File: src/rtl/or_and_demux.sv
// Registered bitwise AND/OR stage whose gate functions are built only
// from 1:2 demultiplexer primitives. Results appear one clock after a
// valid operand pair, qualified by out_valid.

// 1:2 demultiplexer: routes din to y0 when sel=0, to y1 when sel=1;
// the unselected output is forced low.
module or_and_demux_dmx (
  input  logic sel,
  input  logic din,
  output logic y0,
  output logic y1
);

  assign y0 = sel ? 1'b0 : din;
  assign y1 = sel ? din  : 1'b0;

endmodule

module or_and_demux #(
  parameter int WIDTH = 1
) (
  input  logic             clk,
  input  logic             rst,
  input  logic             in_valid,
  input  logic [WIDTH-1:0] a,
  input  logic [WIDTH-1:0] b,
  output logic [WIDTH-1:0] a_and_b,
  output logic [WIDTH-1:0] a_or_b,
  output logic             out_valid
);

  // Stage p0: combinational gate functions, one demux pair per bit
  logic [WIDTH-1:0] and_p0;
  logic [WIDTH-1:0] nor_p0;
  logic [WIDTH-1:0] or_p0;
  logic [WIDTH-1:0] and_y0_unused;
  logic [WIDTH-1:0] or_y1_unused;
  logic [WIDTH-1:0] b_inv;

  assign b_inv = ~b;

  for (genvar i = 0; i < WIDTH; i++) begin : g_bit
    // AND: b[i] passes to y1 only when a[i]=1.
    or_and_demux_dmx u_and (
      .sel (a[i]),
      .din (b[i]),
      .y0  (and_y0_unused[i]),
      .y1  (and_p0[i])
    );

    // NOR: ~b[i] passes to y0 only when a[i]=0, giving ~a & ~b;
    // inverting that yields a | b.
    or_and_demux_dmx u_or (
      .sel (a[i]),
      .din (b_inv[i]),
      .y0  (nor_p0[i]),
      .y1  (or_y1_unused[i])
    );
  end

  assign or_p0 = ~nor_p0;

  // Stage p1: output registers
  logic [WIDTH-1:0] and_p1;
  logic [WIDTH-1:0] or_p1;
  logic             vld_p1;

  // Capture results on a valid input, hold otherwise; reset clears everything.
  always_ff @(posedge clk or posedge rst) begin
    if (rst) begin
      and_p1 <= '0;
      or_p1  <= '0;
      vld_p1 <= 1'b0;
    end else begin
      vld_p1 <= in_valid;
      if (in_valid) begin
        and_p1 <= and_p0;
        or_p1  <= or_p0;
      end
    end
  end

  assign a_and_b   = and_p1;
  assign a_or_b    = or_p1;
  assign out_valid = vld_p1;

endmodule

File: config.mk
export PLATFORM = sky130hd
export DESIGN_NAME = or_and_demux
export DESIGN_NICKNAME = d
export VERILOG_FILES = /design/src/rtl/or_and_demux.sv
export SDC_FILE = /design/constraint.sdc
export NUM_CORES = 1
export LEC_CHECK = 0
export CAP_MARGIN = 15
export CORE_AREA = 2 2 39 41
export DETAILED_ROUTE_END_ITERATION = 12
export DIE_AREA = 0 0 41 43
export DONT_BUFFER_PORTS = 1
export SLEW_MARGIN = 25
export SYNTH_ARGS = -nofsm -noshare
export SYNTH_HDL_FRONTEND = slang
export SYNTH_SLANG_ARGS = --single-unit
export TNS_END_PERCENT = 5
File: constraint.sdc
create_clock -name clk -period 0.85 [get_ports clk]
set_clock_uncertainty 0.05 [all_clocks]
set_input_delay 0.085 -clock clk [delete_from_list [all_inputs] [get_ports clk]]
set_output_delay 0.085 -clock clk [all_outputs]
set_load 0.01 [all_outputs]
### After elaboration in Yosys (flattened, before gate mapping)

Cells that the tools add are included.

| storage, ports and cells | value |
|---|---|
| flip-flop bits (word level) | 3 |
| input port bits | 5 |
| output and inout port bits | 3 |
| word-level logic and storage cells | 7 |

| cells by class | value |
|---|---|
| muxes and demuxes | 2 |
| bitwise operators | 2 |

Operators with widths:

| kind | number |
|---|---|
| 1-bit two-way mux | 2 |
| 1-bit NOT | 2 |

### Logic depth before layout (Yosys ltp)

Gate-level depths: netlist of the first run.

| logic depth | value |
|---|---|
| word-level depth | 3 |
| mapped depth | 2 |
| mapped depth without buffers | 2 |

### Cells and area by module

From an unflattened synthesis of the first run, not the netlist that was laid out.

| unflattened totals | value |
|---|---|
| cell total of the unflattened synthesis | 12 |
| area, all modules | 138.9 sq um |

By module, submodules not included:

| module | instances | cells an instance | area each (sq um) |
|---|---|---|---|
| or_and_demux | 1 | 8 | 106.4 |
| or_and_demux_dmx | 2 | 2 | 16.3 |

### Worst setup path before layout of the first run

No wires, ideal clock.

| path | value |
|---|---|
| path type | register to register |
| start | reg a_or_b (netlist name) |
| end | reg or_p1 (netlist: a_or_b) |
| setup time | 0.121 ns |
| data arrival time | 0.531 ns |
| required time | 0.679 ns |
| setup slack | 0.148 ns |
| stages on the path, launching flop included | 3 |
| path buffers | 0 |
| period minus slack after synthesis | 0.702 ns |
| cells stage by stage | dfrtp_1 nor2_1 a21oi_1 |

RTL lines:

| element | line | source |
|---|---|---|
| end signal: assignment | 78 | `or_p1 <= or_p0;` |
| end: declaration | 65 | `logic [WIDTH-1:0] or_p1;` |

==> results of run 1 <==
[kinds of logic after synthesis]
family	synth area share [%]
and+or+nand+nor	11.9
DFF	71.4
AOI/OAI and AO/OA	9.51
buffers and inverters	7.15
[power groups by stage]
stage	clock, W	combinational, W	sequential [W]
floorplan	0	0.00000955	0.000165
global placement	0	0.0000107	0.000166
detailed placement	0	0.0000113	0.000166
CTS	0.000260	0.0000296	0.000164
global route	0.000263	0.0000330	0.000167
finish	0.000247	0.0000295	0.000164
[layer usage]
metal / vias to the layer above / wire length [um]
met1: 40 / 74
met2: 7 / 147
met3: 0 / 21
met4: 0 / 0
li1: 46 / -
met5: - / 0
[state kept, by name (all words and copies together), names as in the netlist]
register,flops
out_valid,1
a_and_b,1
a_or_b,1
[cells in the final DEF (no fill, tap or decap)]
master,Yosys,layout
dfrtp_1,3,3
clkbuf_1,0,1
inv_1,2,2
a21oi_1,1,1
o21ai_0,1,1
nand3_1,1,1
nor2_1,2,2
dlygate4sd3_1,0,4
clkbuf_4,0,3
[timing repair]
action	4_1_cts	5_1_grt
endpoints found under the setup margin	0	0
hold buffers	4	0
hold endpoints to repair	6	0
[stage by stage]
stage	instances	cell area (um^2)	total power, W
after floorplan	10	105	0.000174
after global placement	26	125	0.000177
after detailed placement	26	125	0.000177
after CTS	34	191	0.000454
after global routing	34	191	0.000463
final	34	191	0.000441
[worst reg2reg max path: cells and delay by family (launching register included)]
family / cells / cell delay, ns
AOI/OAI and AO/OA: 1 / 0.05
DFF: 1 / 0.40
and+or+nand+nor: 1 / 0.11
[worst min-delay path by stage]
stage / depth (start not counted) / start / slack [ns] / to
final: 2 / rst / 0.11 / out_valid
after global routing: 2 / rst / 0.14 / a_and_b
after CTS: 2 / rst / 0.11 / out_valid
after detailed placement: 1 / rst / -0.20 / a_or_b
after global placement: 1 / rst / -0.21 / a_or_b
after floorplan: 1 / rst / -0.21 / a_and_b
[area by class of cell]
| cell class | instances | area, um^2 | area share [%] |
|---|---|---|---|
| Clock buffer | 4 | 26.3 | 13.7 |
| Sequential cell | 3 | 75.1 | 39.2 |
| Tap cell | 16 | 20.0 | 10.5 |
| Multi-Input combinational cell | 5 | 22.5 | 11.8 |
| Inverter | 2 | 7.51 | 3.92 |
| Timing Repair Buffer | 4 | 40.0 | 20.9 |
==> impl_metrics.yaml, run 1 <==
sta:
  layout_setup_ws_ns: 0.0505
  period_minus_slack_ns: 0.799
  slew_viol_final: 0
  rsz0062_at_grt: "no"
  worst_slew_pin_slew_ns: 0.163
  relSlewSlack_pct: 89.1
  fin_crit_sh_pct: 94.1
  hold_ws_ns: 0.113
  max_freq_mhz: 1250
  setup_viol: 0
  fin_setup_tns_ns: 0
  hold_viol_final: 0
synth:
  synth_commonest_cells: "dfrtp_1 (3), inv_1 (2), nor2_1 (2)"
  yosys_warnings: 0
  yosys.cell_types.count: 6
  synth.top_cell.area_share_pct: 71.4
  synth_area_um2: 105
  avgSynthCellArea_um2: 10.5
  ys_seq_area_share_pct: 71.4
  synth.most_common_cell: "dfrtp_1"
  ys_ff_latch: 3
  synth_flop_cell: "dfrtp_1"
  synthTopCellsByArea: "dfrtp_1 (71%), inv_1 (7.1%), nor2_1 (7.1%)"
  synth_fp_nets: 15
  synthCells: 10
  async_flop_share_pct: 100
  yosys.area.top_type: "dfrtp_1"
  synth_edf_count: 0
critical_path:
  cp.arrival_ns: 0.85
  critical_path.endpoint: "a_and_b"
  r2r.worst_path.cells: 2
  worst-path-buf-inv: 1
  cpPeakStageDelay_ns: 0.60
  cp-end-kind: "flip-flop"
  cp_num_cells: 3
  start_kind: "primary input"
  required_ns: 0.90
  cpLargestDelayFamily: "buffers and inverters"
  crit_start: "in_valid"
  slowest_stage: "dlygate4sd3_1"
  ff2ff_setup_slack_ns: 0.11
  r2r_end: "a_or_b"
  rr_startpoint: "a_or_b"
  crit_chain: "dlygate4sd3_1, nand3_1, o21ai_0"
  path_class: "primary input to flip-flop"
  cp_max_fo: 5
clocking:
  cts_tree: "yes"
  htree_levels: 1
  clk_pin_slew_ns: 0.04
  root_buffer: "clkbuf_4"
  cts.sink_count: 3
  cts_setup_buffers: 0
  cts_resized: 0
  clockBufferDepth: 2
  clock_latency_ns: 0.23
  cts_buffers: 3
die:
  die_area_um2: 1760
  fp.dieH_um: 43
  num_rows: 14
  fp.dieW_um: 41
  start_util_pct: 7.59
  io_pins: 8
  coreArea_um2: 1380
placement:
  place_ws_ns: 0.130
  io_buffer_count: 0
  place.gp.congestion: 0.418
pwr:
  ir_worst_vdd_mv: 0.135
  leakage_nw: 0.0817
  p_int_w: 0.000346
  sw_frac_of_total_pct: 21.4
  switchingPower_w: 0.0000944
  seqPwrFrac_pct: 37.2
  clockPowerShare_pct: 56.1
  p_per_area_nw_per_um2: 2300
  combPwrFrac_pct: 6.7
global_routing:
  grt_overflow: 0
  grt_max_degree: 6
  use_met1_pct: 0.949
  busiest_layer: "met4"
  grtUsageMet2_pct: 4.38
  antenna_found_initial: 0
  grt_pass1_wl_um: 310
  grtUsageTotal_pct: 3.80
  use_met3_pct: 1.57
  grt_pass1_vias: 111
drt:
  vias_per_cell: 2.74
  finalWirelength_um: 244
  ant_nets: 0
  avgRoutedWirePerCell_um: 7.18
  drt_iter0_drc: 6
  first_pass_iters: 2
  drcViolationCount: 0
  num_vias: 93
flow_run:
  drv_cap: 0
cells_and_area:
  nNetsFinal: 24
  drive_above_1_share_pct: 16.7
  syn2layout_area_growth_pct: 82.1
  nFillCells: 155
  postLayoutCoreUtil_pct: 13.8
  insertedDiodeCount: 0
status:
  status: "complete, no violations"
hold_path:
  min_path_type: "primary input to async pin"
Power figures use the tool's default switching activity.
==> run 2, diff against run 1 <==
--- a/config.mk
+++ b/config.mk
@@ -10,6 +10,7 @@
 export DETAILED_ROUTE_END_ITERATION = 12
 export DIE_AREA = 0 0 41 43
 export DONT_BUFFER_PORTS = 1
+export MAX_ROUTING_LAYER = met4
 export SLEW_MARGIN = 25
 export SYNTH_ARGS = -nofsm -noshare
 export SYNTH_HDL_FRONTEND = slang
==> impl_metrics.yaml, run 2 (synthesis results as in run 1) <==
status:
  status: "complete, no violations"
die:
  fp.dieW_um: 41
  die_area_um2: 1760
  io_pins: 8
  num_rows: 14
  start_util_pct: 7.59
  fp.dieH_um: 43
  coreArea_um2: 1380
cells_and_area:
  drive_above_1_share_pct: 16.7
  syn2layout_area_growth_pct: 82.1
  final_common_cell: "dlygate4sd3_1"
  insertedDiodeCount: 0
  multi_input_area_um2: 22.5
  fin_cells: 34
  seq_area_um2: 75.1
  final_cell_mix: "dlygate4sd3_1 (4), dfrtp_1 (3), clkbuf_4 (3)"
  nNetsFinal: 24
  nFillCells: 155
global_routing:
  grt_pass1_wl_um: 310
  antenna_found_initial: 0
  grt_max_degree: 6
  grt_pass1_vias: 110
  grtUsageTotal_pct: 3.89
  grt_overflow: 0
drt:
  vias_per_cell: 2.82
  avgRoutedWirePerCell_um: 6.94
  finalWirelength_um: 236
  num_vias: 96
  drcViolationCount: 0
  ant_nets: 0
  first_pass_iters: 4
  drt_iter0_drc: 6
sta:
  fin_setup_tns_ns: 0
  hold_viol_final: 0
  fin_crit_sh_pct: 93.7
  slew_viol_final: 0
  setup_viol: 0
  max_freq_mhz: 1260
  period_minus_slack_ns: 0.796
  rsz0062_at_grt: "no"
  worst_slew_pin_slew_ns: 0.160
  relSlewSlack_pct: 89.3
clocking:
  cts_resized: 0
  cts.sink_count: 3
  cts_setup_buffers: 0
  cts_buffers: 3
  clockBufferDepth: 2
  clock_latency_ns: 0.23
  htree_levels: 1
  root_buffer: "clkbuf_4"
  cts_tree: "yes"
  clk_pin_slew_ns: 0.03
critical_path:
  cp-end-kind: "flip-flop"
  required_ns: 0.90
  cp_max_fo: 5
  start_kind: "primary input"
  path_class: "primary input to flip-flop"
  cp.arrival_ns: 0.85
  ff2ff_setup_slack_ns: 0.12
pwr:
  ir_worst_vdd_mv: 0.135
  leakage_nw: 0.0817
  p_per_area_nw_per_um2: 2290
  finalPower_w: 0.000439
placement:
  place.gp.congestion: 0.415
  io_buffer_count: 0
  dp.cells: 26
hold_path:
  min_path_type: "primary input to async pin"
flow_run:
  drv_cap: 0
-- run 2: path summary, 6_finish.rpt --
| check | start | cells past startpoint | end |
|---|---|---|---|
| worst max-delay path | in_valid | 3 | a_and_b |
| min in group clk | in_valid | 1 | out_valid |
| worst min-delay path | rst | 2 | out_valid |
| worst min register to register | a_and_b | 2 | a_and_b |
| worst max register to register | a_or_b | 2 | a_or_b |
| max in group asynchronous | rst | 2 | a_or_b |
-- run 2: worst max-delay path, stage by stage --
cell           delay, ns
dlygate4sd3_1       0.60
nand3_1             0.09
o21ai_0             0.08
-- run 2: layer usage --
| layer | vias to the layer above | routed length, um | global-route usage (%) |
|---|---|---|---|
| met5 | - | 0 | - |
| met4 | 0 | 9 | 12.0 |
| met3 | 2 | 24 | 1.57 |
| met2 | 7 | 132 | 4.38 |
| met1 | 41 | 69 | 0.949 |
| li1 | 46 | - | - |
-- run 2: where the power goes --
group          internal (W)  total (W)  switching, W
clock network      0.000176   0.000246     0.0000701
logic             0.0000167  0.0000291     0.0000124
registers          0.000154   0.000164     0.0000102
total              0.000346   0.000439     0.0000928
-- run 2: area by class of cell --
type,instances,share of cell area (%)
flip-flops and latches,3,39.2
well taps,16,10.5
multi-input cells,5,11.8
repair buffers,4,20.9
clock buffers,4,13.7
inverters,2,3.92
-- run 2: timing repair --
| item | 4_1_cts | 5_1_grt |
|---|---|---|
| endpoints found under the setup margin | 0 | 0 |
| endpoints found under the hold margin | 6 | 0 |
| hold buffers | 4 | 0 |
-- run 2: per-stage QoR --
| stage | utilization [%] | area, um^2 | setup WS, ns | hold slack (ns) |
|---|---|---|---|---|
| floorplan | - | 105 | 0.148 | -0.211 |
| finish | 13.8 | 191 | 0.0538 | 0.115 |
| CTS | 13.8 | 191 | 0.0519 | 0.105 |
| detailed placement | 9.04 | 125 | 0.130 | -0.200 |
| global route | 13.8 | 191 | 0.00950 | 0.143 |
| global placement | 9.04 | 125 | 0.125 | -0.206 |
==> run 3, diff against run 2 <==
--- a/config.mk
+++ b/config.mk
@@ -5,6 +5,7 @@
 export SDC_FILE = /design/constraint.sdc
 export NUM_CORES = 1
 export LEC_CHECK = 0
+export ABC_AREA = 1
 export CAP_MARGIN = 15
 export CORE_AREA = 2 2 39 41
 export DETAILED_ROUTE_END_ITERATION = 12
==> impl_metrics.yaml, run 3 <==
status:
  status: "complete, no violations"
drt:
  ant_nets: 0
  finalWirelength_um: 262
  num_vias: 100
  drt_iter0_drc: 0
  first_pass_iters: 1
  drcViolationCount: 0
  vias_per_cell: 2.86
  avgRoutedWirePerCell_um: 7.49
synth:
  synth.top_cell.area_share_pct: 69.8
  synth_area_um2: 108
  ys_seq_area_share_pct: 69.8
  synth_edf_count: 0
  synth_commonest_cells: "nand2_1 (4), dfrtp_1 (3), inv_1 (2), nand3_1 (1), o21ai_1 (1)"
  yosys.area.top_type: "dfrtp_1"
  ys_ff_latch: 3
  synth.most_common_cell: "nand2_1"
  yosys.cell_types.count: 5
  synth_fp_nets: 16
  avgSynthCellArea_um2: 9.78
  yosys_warnings: 0
  synthTopCellsByArea: "dfrtp_1 (70%), nand2_1 (14%), inv_1 (7.0%)"
  async_flop_share_pct: 100
  synthCells: 11
  synth_flop_cell: "dfrtp_1"
global_routing:
  grt_max_degree: 5
  antenna_found_initial: 0
  grt_pass1_vias: 119
  grt_overflow: 0
  grt_pass1_wl_um: 393
  grtUsageTotal_pct: 3.89
die:
  coreArea_um2: 1380
  io_pins: 8
  num_rows: 14
  fp.dieH_um: 43
  start_util_pct: 7.78
  die_area_um2: 1760
  fp.dieW_um: 41
sta:
  hold_viol_final: 0
  rsz0062_at_grt: "no"
  worst_slew_pin_slew_ns: 0.148
  max_freq_mhz: 1260
  slew_viol_final: 0
  relSlewSlack_pct: 90.2
  setup_viol: 0
  fin_setup_tns_ns: 0
  fin_crit_sh_pct: 93.0
  period_minus_slack_ns: 0.791
cells_and_area:
  final_common_cell: "nand2_1"
  multi_input_area_um2: 25.0
  seq_area_um2: 75.1
  fin_cells: 35
  nFillCells: 167
  insertedDiodeCount: 0
  drive_above_1_share_pct: 15.8
  nNetsFinal: 25
  final_cell_mix: "nand2_1 (4), dfrtp_1 (3), clkbuf_4 (3), dlygate4sd3_1 (3), inv_1 (2)"
  syn2layout_area_growth_pct: 82.6
clocking:
  clockBufferDepth: 2
  cts_buffers: 3
  root_buffer: "clkbuf_4"
  clk_pin_slew_ns: 0.04
  cts.sink_count: 3
  clock_latency_ns: 0.23
  htree_levels: 1
  cts_tree: "yes"
pwr:
  ir_worst_vdd_mv: 0.182
  sw_frac_of_total_pct: 22.3
  seqPwrFrac_pct: 37.1
  leakage_nw: 0.103
  clockPowerShare_pct: 56.0
  combPwrFrac_pct: 7.0
  p_per_area_nw_per_um2: 2280
  switchingPower_w: 0.0000999
  p_int_w: 0.000348
critical_path:
  required_ns: 0.92
  cp.arrival_ns: 0.86
  path_class: "primary input to flip-flop"
  cp-end-kind: "flip-flop"
  cp_max_fo: 2
  start_kind: "primary input"
hold_path:
  min_path_type: "primary input to flip-flop"
placement:
  dp.cells: 27
  dp_hpwl_um: 192
  place.gp.congestion: 0.415
  io_buffer_count: 0
flow_run:
  drv_cap: 0
-- run 3: cell types whose count changed in the layout (fill, tap and decap cells not counted), sizes merged --
| cell | previous run | this run |
|---|---|---|
| a21oi | 1 | 0 |
| nand2 | 0 | 4 |
| dlymetal6s4s | 0 | 1 |
| nor2 | 2 | 0 |
| dlygate4sd3 | 4 | 3 |
-- run 3: cells by family (layout without fill, tap and decap cells) --
logic type,after synthesis,after routing,synth area share (%)
AOI/OAI and AO/OA,1,1,4.65
and+or+nand+nor,5,5,18.6
DFF,3,3,69.8
buffers and inverters,2,10,6.98
-- run 3: stage by stage --
| step | area, um^2 | util [%] | hold slack [ns] | setup WS, ns | power, W |
|---|---|---|---|---|---|
| 2_1_floorplan | 108 | - | -0.211 | 0.177 | 0.000177 |
| 4_1_cts | 194 | 14.0 | 0.102 | 0.0413 | 0.000464 |
| 5_1_grt | 196 | 14.2 | 0.0884 | 0.00396 | 0.000473 |
| 3_3_place_gp | 128 | 9.22 | -0.206 | 0.150 | 0.000181 |
| 6_report | 196 | 14.2 | 0.0784 | 0.0592 | 0.000448 |
| 3_5_place_dp | 128 | 9.22 | -0.200 | 0.144 | 0.000182 |
-- run 3: power by group through the flow --
stage	clock network, W	logic (W)	registers (W)
5_1_grt	0.000268	0.0000369	0.000168
3_3_place_gp	0	0.0000132	0.000168
4_1_cts	0.000266	0.0000316	0.000166
6_report	0.000251	0.0000313	0.000166
2_1_floorplan	0	0.0000114	0.000166
3_5_place_dp	0	0.0000142	0.000168
-- run 3: layout make-up --
class	instances	area share, %
Timing Repair Buffer	4	21.7
Multi-Input combinational cell	6	12.7
Sequential cell	3	38.2
Inverter	2	3.82
Clock buffer	4	13.4
Tap cell	16	10.2
-- run 3: final timing paths --
check                      startpoint         to  slack (ns)  cells past startpoint
max                                 a     a_or_b        0.06                      3
min                          in_valid  out_valid        0.08                      1
max reg2reg                    a_or_b     a_or_b        0.14                      2
min reg2reg                    a_or_b     a_or_b        0.50                      2
max in group asynchronous         rst    a_and_b        0.51                      2
min in group asynchronous         rst  out_valid        0.11                      2
-- run 3: routing by layer --
metal	global-route usage (%)	share of wire [%]
met4	8.00	0
met2	5.63	60
met1	2.22	32
met3	0.524	8.0
met5	-	0
-- run 3: critical path, stage by stage --
cell and delay [ns]:
dlygate4sd3_1 0.55, o21ai_1 0.16, nand2_1 0.07
-- run 3: what timing repair did --
| item | CTS | global route |
|---|---|---|
| hold buffers | 4 | 0 |
| gates resized for setup | 0 | 1 |
| endpoints found under the hold margin | 6 | 0 |
| buffers inserted | 0 | 0 |
| setup endpoints to repair | 0 | 1 |
